==> src/rtl/rr_stream_mux.sv <==
// N:1 valid/ready stream multiplexer with a registered output stage.
// The channel is picked either by sel or by packet-locked round-robin.
module rr_stream_mux #(
   parameter int N     = 4,
   parameter int W     = 8,
   parameter int SEL_W = 2
) (
   input  logic             clk,
   input  logic             rst,
   input  logic             mode,
   input  logic [SEL_W-1:0] sel,
   input  logic [N*W-1:0]   in_data,
   input  logic [N-1:0]     in_valid,
   input  logic [N-1:0]     in_last,
   output logic [N-1:0]     in_ready,
   output logic [W-1:0]     out_data,
   output logic             out_valid,
   output logic             out_last,
   output logic [SEL_W-1:0] out_chan,
   input  logic             out_ready
);

   // state  | meaning
   // IDLE   | round-robin search from ptr+1 for the next packet
   // LOCKED | mid-packet, only channel ptr is served until its last beat
   localparam logic [0:0] IDLE   = 1'b0;
   localparam logic [0:0] LOCKED = 1'b1;

   localparam logic [SEL_W:0]   NUM_CH  = (SEL_W+1)'(N);
   localparam logic [SEL_W-1:0] LAST_CH = SEL_W'(N-1);

   logic [0:0]       state;
   logic [SEL_W-1:0] ptr;
   logic [SEL_W-1:0] grant;
   logic             grant_ok;
   logic [SEL_W-1:0] rr_grant;
   logic             rr_found;
   logic             can_load;
   logic             xfer;
   logic [W-1:0]     sel_data;
   logic             sel_last;

   // ptr < N always holds, so ptr+k wraps with at most one subtraction
   always_comb begin
      logic [SEL_W:0]   sum;
      logic [SEL_W-1:0] idx;
      rr_grant = '0;
      rr_found = 1'b0;
      sum      = '0;
      idx      = '0;
      for (int k = 1; k <= N; k++) begin
         sum = {1'b0, ptr} + (SEL_W+1)'(k);
         if (sum >= NUM_CH) sum = sum - NUM_CH;
         idx = sum[SEL_W-1:0];
         for (int i = 0; i < N; i++) begin
            if (!rr_found && idx == SEL_W'(i) && in_valid[i]) begin
               rr_found = 1'b1;
               rr_grant = SEL_W'(i);
            end
         end
      end
   end

   always_comb begin
      grant    = '0;
      grant_ok = 1'b0;
      if (!mode) begin
         grant    = sel;
         grant_ok = ({1'b0, sel} < NUM_CH);
      end else if (state == LOCKED) begin
         grant    = ptr;
         grant_ok = 1'b1;
      end else begin
         grant    = rr_grant;
         grant_ok = rr_found;
      end
   end

   assign can_load = !out_valid || out_ready;

   always_comb begin
      in_ready = '0;
      sel_data = '0;
      sel_last = 1'b0;
      for (int i = 0; i < N; i++) begin
         if (grant == SEL_W'(i)) begin
            in_ready[i] = !rst && can_load && grant_ok;
            sel_data    = in_data[i*W +: W];
            sel_last    = in_last[i];
         end
      end
   end

   assign xfer = |(in_valid & in_ready);

   always_ff @(posedge clk or posedge rst) begin
      if (rst) begin
         state     <= IDLE;
         ptr       <= LAST_CH;
         out_data  <= '0;
         out_valid <= 1'b0;
         out_last  <= 1'b0;
         out_chan  <= '0;
      end else begin
         if (xfer) begin
            out_data  <= sel_data;
            out_last  <= sel_last;
            out_chan  <= grant;
            out_valid <= 1'b1;
         end else if (out_ready) begin
            out_valid <= 1'b0;
         end

         if (!mode) begin
            state <= IDLE;
         end else if (state == IDLE) begin
            if (xfer) begin
               ptr <= grant;
               if (!sel_last) state <= LOCKED;
            end
         end else if (xfer && sel_last) begin
            state <= IDLE;
         end
      end
   end

endmodule

==> config.mk <==
export PLATFORM = sky130hd
export DESIGN_NAME = rr_stream_mux
export DESIGN_NICKNAME = d
export VERILOG_FILES = /design/src/rtl/rr_stream_mux.sv
export SDC_FILE = /design/constraint.sdc
export NUM_CORES = 1
export LEC_CHECK = 0
export BUFFER_PORTS_ARGS = -buffer_cell sky130_fd_sc_hd__buf_2
export CAP_MARGIN = 10
export CORE_MARGIN = 2
export CORE_UTILIZATION = 45
export CTS_CLUSTER_DIAMETER = 50
export DETAILED_ROUTE_END_ITERATION = 6
export PLACE_DENSITY = 0.87
export RECOVER_POWER = 100
export SLEW_MARGIN = 30
export SYNTH_ARGS = -nofsm -noshare
export SYNTH_HDL_FRONTEND = slang
export SYNTH_SLANG_ARGS = --single-unit
export TNS_END_PERCENT = 10
==> constraint.sdc <==
create_clock -name clk -period 2.96 [get_ports clk]
set_input_delay 0.148 -clock clk [delete_from_list [all_inputs] [get_ports clk]]
set_output_delay 0.148 -clock clk [all_outputs]
set_load 0.05 [all_outputs]
Word-level counts from Yosys, hierarchy flattened
Cells that the tools add are included.
Widths: inputs -> output; s select.
{ "word_totals": {"register_bits": 15} }
{ "classes": {"addsub": 8, "n_lt_le_gt_ge": 4, "n_eq_ne": 15, "mux": 58, "bitwise_logic": 2, "n_reduce_logical": 60} }
{ "ops": {"columns": ["cell", "count"], "rows": [
  ["$mux 2", 20],
  ["$logic_and 1x1->1", 34],
  ["$mux 1", 34],
  ["$mux 8", 4],
  ["$eq 2x2->1 const B", 10],
  ["$logic_not 1->1", 17],
  ["$ge 3x3->1 const B", 4],
  ["$eq 2x1->1 const B", 5],
  ["$logic_not 2->1", 5],
  ["$sub 2x1->2 const B", 4],
  ["$add 2x2->3 const B", 2],
  ["$and 4x4->4", 1],
  ["$reduce_or 4->1", 1],
  ["$add 2x1->3 const B", 1],
  ["$add 2x3->3 const B", 1],
  ["$reduce_and 3->1", 1],
  ["$reduce_bool 2->1", 1],
  ["$logic_or 1x1->1", 1],
  ["$not 1->1", 1]
]} }

Longest topological paths before layout
{ "depth": {"depth_word": 77, "ltp_mapped": 10} }

Worst setup path before layout
Ideal clock, no wire load.
{ "synth_path": {"path_type": "register to output", "start": "register ptr[0]", "end": "output port in_ready[3]", "t_arrival_ps": 2807, "setup_slack_ps": 5, "stages_incl_launch_ff": 9, "path_buffers": 2, "cell_sequence": "dfstp_2 -> buf_2 -> nand2b_1 -> a22o_1 -> nand2_1 -> a31oi_1 -> clkbuf_1 -> inv_1 -> nor3_1"} }
{ "synth_between": {"elab_chain_cells": 70, "elab_cells_between_ends": 116} }
{ "synth_rtl": {"columns": ["element", "line", "text"], "rows": [
  ["start: declaration", "33", "logic [SEL_W-1:0] ptr;"],
  ["start signal: assignment", "118", "ptr <= grant;"],
  ["$add 2x1->3", "52", "sum = {1'b0, ptr} + (SEL_W+1)'(k);"],
  ["$ge 3x3->1 or $sub 2x1->2 (tied branches)", "53", "if (sum >= NUM_CH) sum = sum - NUM_CH;"],
  ["$mux 2", "53", null],
  ["$logic_not 2->1", "56", "if (!rr_found && idx == SEL_W'(i) && in_valid[i]) begin"],
  ["$logic_and 1x1->1", "56", null],
  ["$mux 1", "56", null],
  ["$logic_not 1->1", "56", null],
  ["$logic_and 1x1->1 (2 in a row)", "56", null],
  ["(+52 left out)", null, null],
  ["$mux 1", "56", null],
  ["$logic_not 1->1", "56", null],
  ["$logic_and 1x1->1 (2 in a row)", "56", null],
  ["$mux 2 or $mux 1 (tied branches)", "56", null],
  ["$mux 2 or $mux 1 (tied branches)", "70", "end else if (state == LOCKED) begin"],
  ["$mux 2 or $mux 1 (tied branches)", "67", "if (!mode) begin"],
  ["$eq 2x2->1 or $logic_and 1x1->1 (tied branches)", "86, 87", null],
  ["$mux 1 (*)", "86", "if (grant == SEL_W'(i)) begin"],
  ["end: declaration", "15", "output logic [N-1:0] in_ready,"]
]} }
Every way passes the cells marked *; elsewhere a longest branch is shown, timed or not.

Worst setup path in the final report
{ "layout_path": {"start": "register ptr[0]", "end": "output port in_ready[1]"} }
{ "layout_between": {"elab_chain_cells": 70, "elab_cells_between_ends": 116} }
{ "layout_rtl": {"columns": ["element", "line"], "rows": [
  ["$add 2x1->3", "52"],
  ["$ge 3x3->1 or $sub 2x1->2 (tied branches)", "53"],
  ["$mux 2", "53"],
  ["$logic_not 2->1", "56"],
  ["$logic_and 1x1->1", "56"],
  ["$mux 1", "56"],
  ["$logic_not 1->1", "56"],
  ["$logic_and 1x1->1 (2 in a row)", "56"],
  ["(+52 left out)", null],
  ["$mux 1", "56"],
  ["$logic_not 1->1", "56"],
  ["$logic_and 1x1->1 (2 in a row)", "56"],
  ["$mux 2 or $mux 1 (tied branches)", "56"],
  ["$mux 2 or $mux 1 (tied branches)", "70"],
  ["$mux 2 or $mux 1 (tied branches)", "67"],
  ["$eq 2x1->1 or $logic_and 1x1->1 (tied branches)", "86, 87"],
  ["$mux 1 (*)", "86"]
]} }
Marked as above.

==> flow_summary.toml <==
[run_status]
status = "finished, final reports clean"

[cells_and_area]
nFillCells = 231
multi_input_area_sq_um = 748
layout.nets = 223
num_antenna_cells = 0
final_util_pct = 61.3
fin_cells = 206
regArea_sq_um = 378
area_delta_synth_final_pct = 26.8
drive_gt1_share_pct = 46.6

[setup_path]
start_kind = "flop"
cp.required_ns = 2.81
critical_path.endpoint_type = "output pin"
crit_fanout = 15
path_class = "flop to output pin"
critPathArrivalTime_ns = 2.61
rrSetupSlack_ns = 0.20

[yosys]
syn_area_per_cell_sq_um = 10.6
synthCells = 115
syn_area_sq_um = 1220
async_reset_ff_share_pct = 100
yosys.area.top_type = "dfrtp_1"
ys_seq_area_share_pct = 31.0
synth_top_area_share_pct = 26.7
synth.distinct_cells = 39
syn-num-nets = 161
synthTopCellsByArea = "dfrtp_1 27%, mux4_2 17%, mux2_2 7.4%, dfstp_2 4.3%, mux2i_1 3.3%"
synth_edf_count = 0
ys_warn_count = 0
ys_ff_latch = 15
synth_flop_cell = "dfrtp_1"

[power_and_ir_drop]
swShare_pct = 53.2
leakagePower_nw = 0.719
comb_power_share_pct = 64.2
powerDensity_nw_per_um2 = 964
ir_drop_uv = 680
power.share.sequential_pct = 27.4
p_int_w = 0.000698
switchingPower_w = 0.000792
clockPowerShare_pct = 8.4
power_w = 0.00149

[clocking]
cts_max_path_buffers = 2
clk_latency_ns = 0.30
numCtsBuffers = 3
cts_sinks = 15
clk_pin_slew_ns = 0.10
h-tree-depth = 1
cts_tree = "built"
cts_resized = 0
ctsRootBufferMaster = "clkbuf_4"

[grt]
grt_max_degree = 17
met3_usage_pct = 4.88
use_met1_pct = 25.0
gr-total-overflow = 0
grt_busiest_layer = "met2"
grt_use_met2_pct = 38.5
antenna_found_initial = 0
grt_first_pass_wirelength_mm = 5.35
grt_pass1_vias = 1216
track_usage_pct = 21.3

[floorplan]
die_x_um = 56.0
fp-row-count = 18
start_util_pct = 48.3
core_region_area_sq_um = 2520
die_h_um = 56.0
die-area_sq_um = 3140
pin_count = 62

[sta]
fmax_mhz = 362
worstMarginPinSlew_ns = 0.638
finalSetupViolations = 0
rsz0062_at_grt = "false"
fin_crit_sh_pct = 93.3
period_minus_slack_ns = 2.76
setup_tns_ns = 0
relSlewSlack_pct = 57.6
skew_ns = 0.00907
final_max_slew_viol_count = 0
hold_viol_final = 0

[placement]
dpl.cell_count = 201
gp_congestion = 0.756
port_buffers = 61
dp_hpwl_mm = 2.49

[routing]
wl_per_cell_um = 15.4
vias = 1173
wirelength_mm = 3.17
viasPerCell = 5.69
drt_iter0_markers = 60
drc = 0
dr.pass1.iters = 4
postRouteAntennaNets = 0

[run]
cap_viol_max_count = 0

[worst_hold_path]
hp-class = "input pin to flop"
## cell families after synthesis
family | share of synthesized area, %
multiplexers | 27.3
AO/OA/AOI/OAI | 18.6
AND/OR/NAND/NOR | 15.5
flip-flops | 31.0
buffers and inverters | 7.60
## placed cells by master, fill, tap and decap left out, drive strengths merged, types with 2 or more instances in the layout
master,n
mux4,9
inv,8
a31oi,4
buf,48
dfrtp,13
mux2i,4
nor2b,3
a2111oi,3
clkbuf,19
o21ai,6
clkinv,2
o21a,2
nor3,3
dfstp,2
mux2,8
nand2,10
a21oi,2
nand2b,5
and3,2
a22oi,2
nor2,7
o221ai,2
## worst paths after layout
check,endpoint,startpoint,cells past startpoint
worst max-delay path,in_ready[1],ptr[0],8
worst min-delay path,out_valid,out_ready,3
worst max register to register,out_data[4],ptr[1],6
worst min register to register,out_chan[0],out_chan[0],2
max in group asynchronous,ptr[0],rst,4
min in group asynchronous,out_data[0],rst,4
## cell usage after synthesis (2+ instances only)
| library cell | number |
|---|---|
| dfrtp_1 | 13 |
| nand2_1 | 10 |
| mux4_2 | 9 |
| inv_1 | 8 |
| mux2_2 | 8 |
| nor2_1 | 6 |
| o21ai_0 | 6 |
| nand2b_1 | 5 |
| mux2i_1 | 4 |
| a31oi_1 | 3 |
| buf_6 | 3 |
| nor2b_1 | 3 |
| nor3_1 | 3 |
| a2111oi_2 | 2 |
| a21oi_1 | 2 |
| a22oi_1 | 2 |
| and3_1 | 2 |
| buf_2 | 2 |
| clkbuf_1 | 2 |
| dfstp_2 | 2 |
| o21a_1 | 2 |
## state kept, by name, summed over array words and instances, names as in the netlist
| register | count |
|---|---|
| out_chan | 2 |
| out_data | 8 |
| out_last | 1 |
| out_valid | 1 |
| ptr | 2 |
| state | 1 |
## layout make-up
class                   instances  area share (%)
clock inverters                 1           0.324
flip-flops and latches         15            24.5
multi-input cells              83            48.4
inverters                       9            2.19
clock buffers                   3            1.46
repair buffers                 65            20.7
well taps                      30            2.43
## per-stage QoR
step | setup slack (ns) | hold slack, ns | area [sq um]
final | 0.197 | 0.132 | 1550
after global routing | 0.00245 | 0.176 | 1550
after CTS | 0.223 | 0.127 | 1560
after global placement | 0.301 | 0.157 | 1530
after detailed placement | 0.247 | 0.160 | 1530
after floorplan | 0.00516 | 0.0561 | 1220
## worst max-delay path: stages (launching register included)
cell	delay (ns)
dfstp_2	0.64
and2b_1	0.22
o21ai_0	0.16
o211a_1	0.21
or2_1	0.10
clkbuf_2	0.41
nand2_1	0.14
nor2_1	0.14
clkbuf_2	0.29
## power groups by stage
stage	clock network, W	logic, W	registers [W]
after floorplan	0	0.000545	0.000653
after global placement	0	0.000962	0.000401
after detailed placement	0	0.000982	0.000410
after CTS	0.000125	0.000984	0.000406
after global routing	0.000132	0.00102	0.000425
final	0.000125	0.000956	0.000408
## metal layers
metal / vias up / part of all wire, % / wire length (um)
met4: 0 / 1.3 / 40
li1: 550 / - / -
met3: 4 / 6.8 / 217
met2: 58 / 55 / 1750
met1: 561 / 37 / 1170
met5: - / 0 / 0
## repair_timing
action,4_1_cts,5_1_grt
buffers inserted,0,0
hold buffers,1,0
hold endpoints to repair,13,0
Note: power is estimated with default switching activity, not from simulation.
